<file path="src/rtl/logistic_pio_source_if.sv">
// PIO link between fillBuffer and the logistic stimulus source.
// outputPio carries request codes from fillBuffer; inputPio carries the tagged response words.
interface logistic_pio_source_if;
  // Handshake: a request is the level of outputPio equal to a request code.
  // It is sampled only while the source waits for that code, so a request that
  // stays high gives exactly one response. inputPio holds its last response
  // until the next one is driven.
  logic [31:0] outputPio;
  logic [31:0] inputPio;

  modport master (
    output outputPio,
    input  inputPio
  );

  modport slave (
    input  outputPio,
    output inputPio
  );
endinterface

</file>
<file path="src/rtl/logistic_pio_source.sv">
// Logistic-map stimulus source: serves x(n+1)=R*x*(1-x) samples as tagged half-words over PIO.
// Optional running sum of the sent samples when LOGISTIC_PIO_CHECKSUM_EN is defined.
module logistic_pio_source #(
  parameter int unsigned       DATA_W      = 32,
  parameter int unsigned       FRAC_BITS   = 28,
  parameter logic [DATA_W-1:0] R_COEF      = DATA_W'(32'h40000000),
  parameter logic [DATA_W-1:0] SEED        = DATA_W'(32'h03e44970),
  parameter int unsigned       NUM_SAMPLES = 512,
  parameter logic [31:0]       REQ_HI      = 32'h00000006,
  parameter logic [31:0]       REQ_LO      = 32'h00000003,
  parameter logic [15:0]       TAG_HI      = 16'h0045,
  parameter logic [15:0]       TAG_LO      = 16'h0048,
  parameter int unsigned       RESP_DELAY  = 40
) (
  input  logic                      CLOCK_50,
  input  logic                      reset,
  input  logic                      start,
  logistic_pio_source_if.slave      pio,
  output logic                      busy,
  output logic                      done,
  output logic [15:0]               sample_idx,
  output logic [DATA_W-1:0]         x_cur,
`ifdef LOGISTIC_PIO_CHECKSUM_EN
  output logic [DATA_W-1:0]         checksum,
`endif
  output logic [2:0]                state_dbg
);

  localparam int unsigned HALF_W = DATA_W / 2;
  localparam int unsigned CNT_W  = (RESP_DELAY < 1) ? 1 : $clog2(RESP_DELAY + 1);
  localparam logic [2*DATA_W-1:0] ONE_W = (2*DATA_W)'(1) << FRAC_BITS;
  localparam logic [15:0] LAST_IDX = 16'(NUM_SAMPLES - 1);

  typedef enum logic [2:0] {
    IDLE    = 3'd0,
    WAIT_HI = 3'd1,
    HOLD_HI = 3'd2,
    WAIT_LO = 3'd3,
    HOLD_LO = 3'd4,
    COMPUTE = 3'd5,
    DONE    = 3'd6
  } state_t;

  state_t             state_q, state_d;
  logic [31:0]        pio_q, pio_d;
  logic [CNT_W-1:0]   cnt_q, cnt_d;
  logic [DATA_W-1:0]  x_q, x_d;
  logic [15:0]        idx_q, idx_d;
  logic               busy_q, busy_d;
  logic               done_q, done_d;
`ifdef LOGISTIC_PIO_CHECKSUM_EN
  logic [DATA_W-1:0]  csum_q, csum_d;
`endif

  // Next-sample arithmetic: unsigned, double-width, floor at each shift.
  logic [2*DATA_W-1:0] x_ext;
  logic [2*DATA_W-1:0] t_w;
  logic [2*DATA_W-1:0] d_w;
  logic [DATA_W-1:0]   next_x;
  logic [31:0]         resp_hi;
  logic [31:0]         resp_lo;

  always_comb begin
    x_ext  = {{DATA_W{1'b0}}, x_q};
    t_w    = (x_ext * (2*DATA_W)'(R_COEF)) >> FRAC_BITS;
    d_w    = (x_ext >= ONE_W) ? '0 : (ONE_W - x_ext);
    next_x = DATA_W'((t_w * d_w) >> FRAC_BITS);
    resp_hi = 32'({TAG_HI, x_q[DATA_W-1:HALF_W]});
    resp_lo = 32'({TAG_LO, x_q[HALF_W-1:0]});
  end

  always_ff @(posedge CLOCK_50) begin
    if (reset) begin
      state_q <= IDLE;
      pio_q   <= '0;
      cnt_q   <= '0;
      x_q     <= SEED;
      idx_q   <= '0;
      busy_q  <= 1'b0;
      done_q  <= 1'b0;
`ifdef LOGISTIC_PIO_CHECKSUM_EN
      csum_q  <= '0;
`endif
    end else begin
      state_q <= state_d;
      pio_q   <= pio_d;
      cnt_q   <= cnt_d;
      x_q     <= x_d;
      idx_q   <= idx_d;
      busy_q  <= busy_d;
      done_q  <= done_d;
`ifdef LOGISTIC_PIO_CHECKSUM_EN
      csum_q  <= csum_d;
`endif
    end
  end

  always_comb begin
    state_d = state_q;
    pio_d   = pio_q;
    cnt_d   = cnt_q;
    x_d     = x_q;
    idx_d   = idx_q;
    busy_d  = busy_q;
    done_d  = done_q;
`ifdef LOGISTIC_PIO_CHECKSUM_EN
    csum_d  = csum_q;
`endif
    unique case (state_q)
      IDLE, DONE: begin
        if (start) begin
          x_d     = SEED;
          idx_d   = '0;
          done_d  = 1'b0;
          busy_d  = 1'b1;
`ifdef LOGISTIC_PIO_CHECKSUM_EN
          csum_d  = '0;
`endif
          state_d = WAIT_HI;
        end
      end
      WAIT_HI: begin
        if (pio.outputPio == REQ_HI) begin
          cnt_d   = CNT_W'(RESP_DELAY);
          state_d = HOLD_HI;
        end
      end
      HOLD_HI: begin
        if (cnt_q == '0) begin
          pio_d   = resp_hi;
          state_d = WAIT_LO;
        end else begin
          cnt_d = cnt_q - CNT_W'(1);
        end
      end
      WAIT_LO: begin
        if (pio.outputPio == REQ_LO) begin
          cnt_d   = CNT_W'(RESP_DELAY);
          state_d = HOLD_LO;
        end
      end
      HOLD_LO: begin
        if (cnt_q == '0) begin
          pio_d   = resp_lo;
          state_d = COMPUTE;
        end else begin
          cnt_d = cnt_q - CNT_W'(1);
        end
      end
      COMPUTE: begin
`ifdef LOGISTIC_PIO_CHECKSUM_EN
        csum_d = csum_q + x_q;
`endif
        if (idx_q == LAST_IDX) begin
          busy_d  = 1'b0;
          done_d  = 1'b1;
          state_d = DONE;
        end else begin
          x_d     = next_x;
          idx_d   = idx_q + 16'd1;
          state_d = WAIT_HI;
        end
      end
      default: state_d = IDLE;
    endcase
  end

  assign pio.inputPio = pio_q;
  assign busy         = busy_q;
  assign done         = done_q;
  assign sample_idx   = idx_q;
  assign x_cur        = x_q;
  assign state_dbg    = state_q;
`ifdef LOGISTIC_PIO_CHECKSUM_EN
  assign checksum     = csum_q;
`endif

endmodule

</file>
<file path="src/flat_wrapper.sv">
// flat-port wrapper written by rule: the top's interface ports become plain ports
module logistic_pio_source_flat 
#(
  parameter int unsigned       DATA_W      = 32,
  parameter int unsigned       FRAC_BITS   = 28,
  parameter logic [DATA_W-1:0] R_COEF      = DATA_W'(32'h40000000),
  parameter logic [DATA_W-1:0] SEED        = DATA_W'(32'h03e44970),
  parameter int unsigned       NUM_SAMPLES = 512,
  parameter logic [31:0]       REQ_HI      = 32'h00000006,
  parameter logic [31:0]       REQ_LO      = 32'h00000003,
  parameter logic [15:0]       TAG_HI      = 16'h0045,
  parameter logic [15:0]       TAG_LO      = 16'h0048,
  parameter int unsigned       RESP_DELAY  = 40
)
  (CLOCK_50, reset, start, busy, done, sample_idx, x_cur, state_dbg, pio_outputPio, pio_inputPio);
  logistic_pio_source_if pio_i ();
  input  logic CLOCK_50;
  input  logic reset;
  input  logic start;
  output logic busy;
  output logic done;
  output logic [15:0] sample_idx;
  output logic [DATA_W-1:0] x_cur;
  output logic [2:0] state_dbg;
  input wire logic [$bits(pio_i.outputPio)-1:0] pio_outputPio;
  output wire logic [$bits(pio_i.inputPio)-1:0] pio_inputPio;
  assign pio_i.outputPio = pio_outputPio;
  assign pio_inputPio = pio_i.inputPio;
  logistic_pio_source #(.DATA_W(DATA_W), .FRAC_BITS(FRAC_BITS), .R_COEF(R_COEF), .SEED(SEED), .NUM_SAMPLES(NUM_SAMPLES), .REQ_HI(REQ_HI), .REQ_LO(REQ_LO), .TAG_HI(TAG_HI), .TAG_LO(TAG_LO), .RESP_DELAY(RESP_DELAY)) u_core (.CLOCK_50(CLOCK_50), .reset(reset), .start(start), .pio(pio_i), .busy(busy), .done(done), .sample_idx(sample_idx), .x_cur(x_cur), .state_dbg(state_dbg));
endmodule
</file>
<file path="config.mk">
export PLATFORM = sky130hd
export DESIGN_NAME = logistic_pio_source_flat
export DESIGN_NICKNAME = d
export VERILOG_FILES = /design/src/rtl/logistic_pio_source_if.sv /design/src/rtl/logistic_pio_source.sv /design/src/flat_wrapper.sv
export SDC_FILE = /design/constraint.sdc
export NUM_CORES = 2
export LEC_CHECK = 0
export CAP_MARGIN = 20
export CORE_MARGIN = 3
export CORE_UTILIZATION = 45
export DETAILED_ROUTE_END_ITERATION = 6
export SLEW_MARGIN = 5
export SYNTH_ARGS = -nofsm -noshare
export SYNTH_HDL_FRONTEND = slang
export SYNTH_SLANG_ARGS = --single-unit
</file>
<file path="constraint.sdc">
create_clock -name CLOCK_50 -period 13.2 [get_ports CLOCK_50]
set_input_delay 1.32 -clock CLOCK_50 [delete_from_list [all_inputs] [get_ports CLOCK_50]]
set_output_delay 1.32 -clock CLOCK_50 [all_outputs]
set_load 0.05 [all_outputs]
</file>
==> summary.md <==
| Metric | Value |
|---|---|
| Outcome | completed |
| Htree depth | 3 |
| Required time of the critical path | 13430 ps |
| Drt via density | 5.15 |
| Asr flop ratio synth | 0% |
| Post-synth top cells | fa_1 (1025), inv_1 (905), nand2_1 (469), and2_1 (209), clkbuf_1 (187) |
| Die span in y | ~290 um |
| Global-route wire length before repair | 174000 um |
| Syn Inst Count | 3852 |
| Worst setup margin | 1400 ps |
| Fin. max-slew vios | 0 |
| CTS root buffer | clkbuf_16 |
| Fill count | 7652 |
| Yosys cell types | 68 |
| Fraction of layout cells with a size suffix above 1 | 3.33% |
| Tcrit/Tclk final | 89.4% |
| Slew margin rel. | 15.4% |
| Global route overflow | 0 |
| Tightest Pin Transition | 1260 ps |
| Clock Pin Slew Worst Setup and Hold Paths | about 70 ps |
| Fin. Hold Viols | 0 |
| I/O pin count | 120 |
| Most numerous cell in the Yosys netlist | fa_1 |
| Post-CTS setup buffer count | 0 |
| DR pass1 iterations | 6 |
| Crit-path most repeated cell | fa_1 |
| Yosys Warn Count | 0 |
| Placed cell count | 5150 |
| Worst Hold Depth | 2 |
| CP Capture Type | register |
| Slowest stage cell, crit path | nor3_1 |
| Hold Crit Start | u_core.pio.inputPio[19] |
| Vias in the first global route | 29365 |
| Area of the core | 0.0794 mm2 |
| Max Cap Viol | 0 |
| Crit Path Class | reg -> reg |
| Area Overhead vs Synth | 9.84% |
| Total number of vias | 26627 |
| Post-Place Setup Slack | 1730 ps |
| PortBufs | 107 |
| Largest net degree at the start of global routing | 64 |
| # DRC | 0 |
| Worst path arrival time | 12030 ps |
| Initial Util | 45.6% |
| Die area | 0.0839 mm2 |
| Final #Nets | 5322 |
| R2R depth | 30 |
| Worst Skew | 11.4 ps |
| Worst R2R Setup Slack | 1400 ps |
| Worst Path Max Fanout | 15 |
| Initial antenna violation count | 1 |
| Worst Setup SP | u_core.x_cur[1] |
| Area share of the largest cell type after synthesis | 56.6% |
| Mapped Area | 0.0362 mm2 |
| Top cells by area, synth | fa_1 (57%), inv_1 (9.4%), ha_1 (5.2%) |
| GR Util All Layers | about 28% |
| Worst skew pair latency | between 300 and 400 ps |
| Clock sinks | 78 |
| CTS max path bufs | 2 |
| Final min period | 11800 ps |
| Worst Hold End | u_core.pio.inputPio[19] |
| Resized cells post-CTS | 0 |
| Post-CTS Hold Buffers | 0 |
| Sequential share of the synthesized area | around 4.3% |
| Largest area contributor in the netlist | fa_1 |
| Critical R2R Launch | u_core.x_cur[1] |
| Worst setup SP type | register |
| Die X | roughly 290 um |
| DRT iter0 DRCs | roughly 1900 |
| Setup Viol. Count Final | 0 |
| F_max | approximately 85 MHz |
| Post-Syn Area per Cell | approximately 9.4 um2 |
| Post-synth top flop | dfxtp_1 |
| Drt wl/cell | about 21 um |
| Post-DP HPWL | 87500 um |
| TritonCTS clock tree | built |
| EDFF count, synth | 0 |
| Hold Crit Class | reg -> reg |
| Total negative slack | 0 ps |
| Rows | around 100 |
| Slowest stage delay, CP | 890 ps |
| WL final | around 110000 um |
| Number of nets with antenna violations after routing | 0 |
| Routability-driven placement congestion ratio | 0.975 |
| Non-Filler Instances | between 5000 and 6000 |
| Yosys reg bits | 78 |
| CTS Buf Count | 9 |
| Unrepaired setup endpoints after global routing | false |
| Reg-to-reg critical path endpoint | u_core.x_cur[31] |
==> worst max-delay path, delay by kind of cell (launching register included) <==
kind / cells / cell delay (ps)
AOI/OAI and AO/OA: 5 / 1200
adders and majority gates: 9 / 4460
xor gates and xnor gates: 2 / 450
and+or+nand+nor: 11 / 4520
DFF: 1 / 570
buffers and inverters: 3 / 460
==> worst max path at each step <==
| stage | slack (ps) | end |
|---|---|---|
| 4_1_cts | 1690 | u_core.x_cur[31] |
| 5_1_grt | 900 | u_core.x_cur[29] |
| 3_5_place_dp | 1730 | u_core.x_cur[31] |
| 6_report | 1400 | u_core.x_cur[31] |
| 2_1_floorplan | 3070 | u_core.x_cur[29] |
| 3_3_place_gp | 1860 | u_core.x_cur[31] |
==> layout by cell type, fill, tap and decap left out, drive strengths merged, types with 6 or more instances in the layout <==
master / instances
o21a: 6
or4: 6
inv: 910
a21o: 28
nand2: 469
a31oi: 6
fa: 1025
nand2b: 17
nor4: 20
xnor2: 54
a21oi: 69
and3: 92
o21bai: 8
nand4: 21
nor3: 66
a211oi: 22
dfxtp: 78
conb: 271
nor2b: 9
o21ai: 40
and2: 211
a22o: 13
nor2: 163
clkbuf: 9
nand3: 41
clkdlybuf4s50: 107
or3: 7
xor2: 42
a211o: 6
ha: 150
buf: 81
a22oi: 8
mux2i: 16
==> per-stage QoR <==
step | area, um2 | hold slack, ps | utilization [%]
floorplan | 37200 | 478 | -
global placement | 39400 | 462 | 49.7
detailed placement | 39500 | 468 | 49.7
CTS | 39800 | 478 | 50.1
global route | 39800 | 518 | 50.1
finish | 39800 | 479 | 50.1
==> routing by layer <==
layer | GRT usage [%] | up-vias | part of all wire, %
met3 | 3.53 | 237 | 6.3
met4 | 10.9 | 0 | 4.9
met1 | 36.2 | 13918 | 40
met5 | 0 | - | 0
li1 | - | 11577 | -
met2 | 46.6 | 895 | 49
==> state kept, by name (all words and copies together) (netlist names) <==
register / count
u_core.x_cur: 32
u_core.cnt_q: 6
u_core.pio.inputPio: 19
u_core.busy: 1
u_core.state_dbg: 3
u_core.sample_idx: 16
u_core.done: 1
==> cell type report <==
| cell class | count | area (um2) | share of cell area, % |
|---|---|---|---|
| clock buffers | 9 | 225 | 0.566 |
| diodes | 1 | 2.50 | 0.00629 |
| clock inverters | 7 | 86.3 | 0.217 |
| multi-input cells | 2929 | 31500 | 79.2 |
| inverters | 906 | 3400 | 8.55 |
| repair buffers | 188 | 1690 | 4.24 |
| flip-flops and latches | 78 | 1570 | 3.94 |
| well taps | 1050 | 1310 | 3.30 |
==> cells by family (layout without fill, tap and decap cells) <==
kind of cell	count (synthesis)	after routing	synth area share, %
adder cells (fa/ha/maj)	1175	1175	61.8
AND/OR/NAND/NOR	1130	1130	14.9
buffers and inverters	1114	1110	11.7
AO/OA/AOI/OAI	240	240	4.46
XOR/XNOR	96	96	2.32
flip-flops	78	78	4.31
multiplexers	17	17	0.473
other	2	272	0.0207
Power is not shown: default switching activity piles up to over one toggle a cycle in this logic, so the estimate is an artifact.
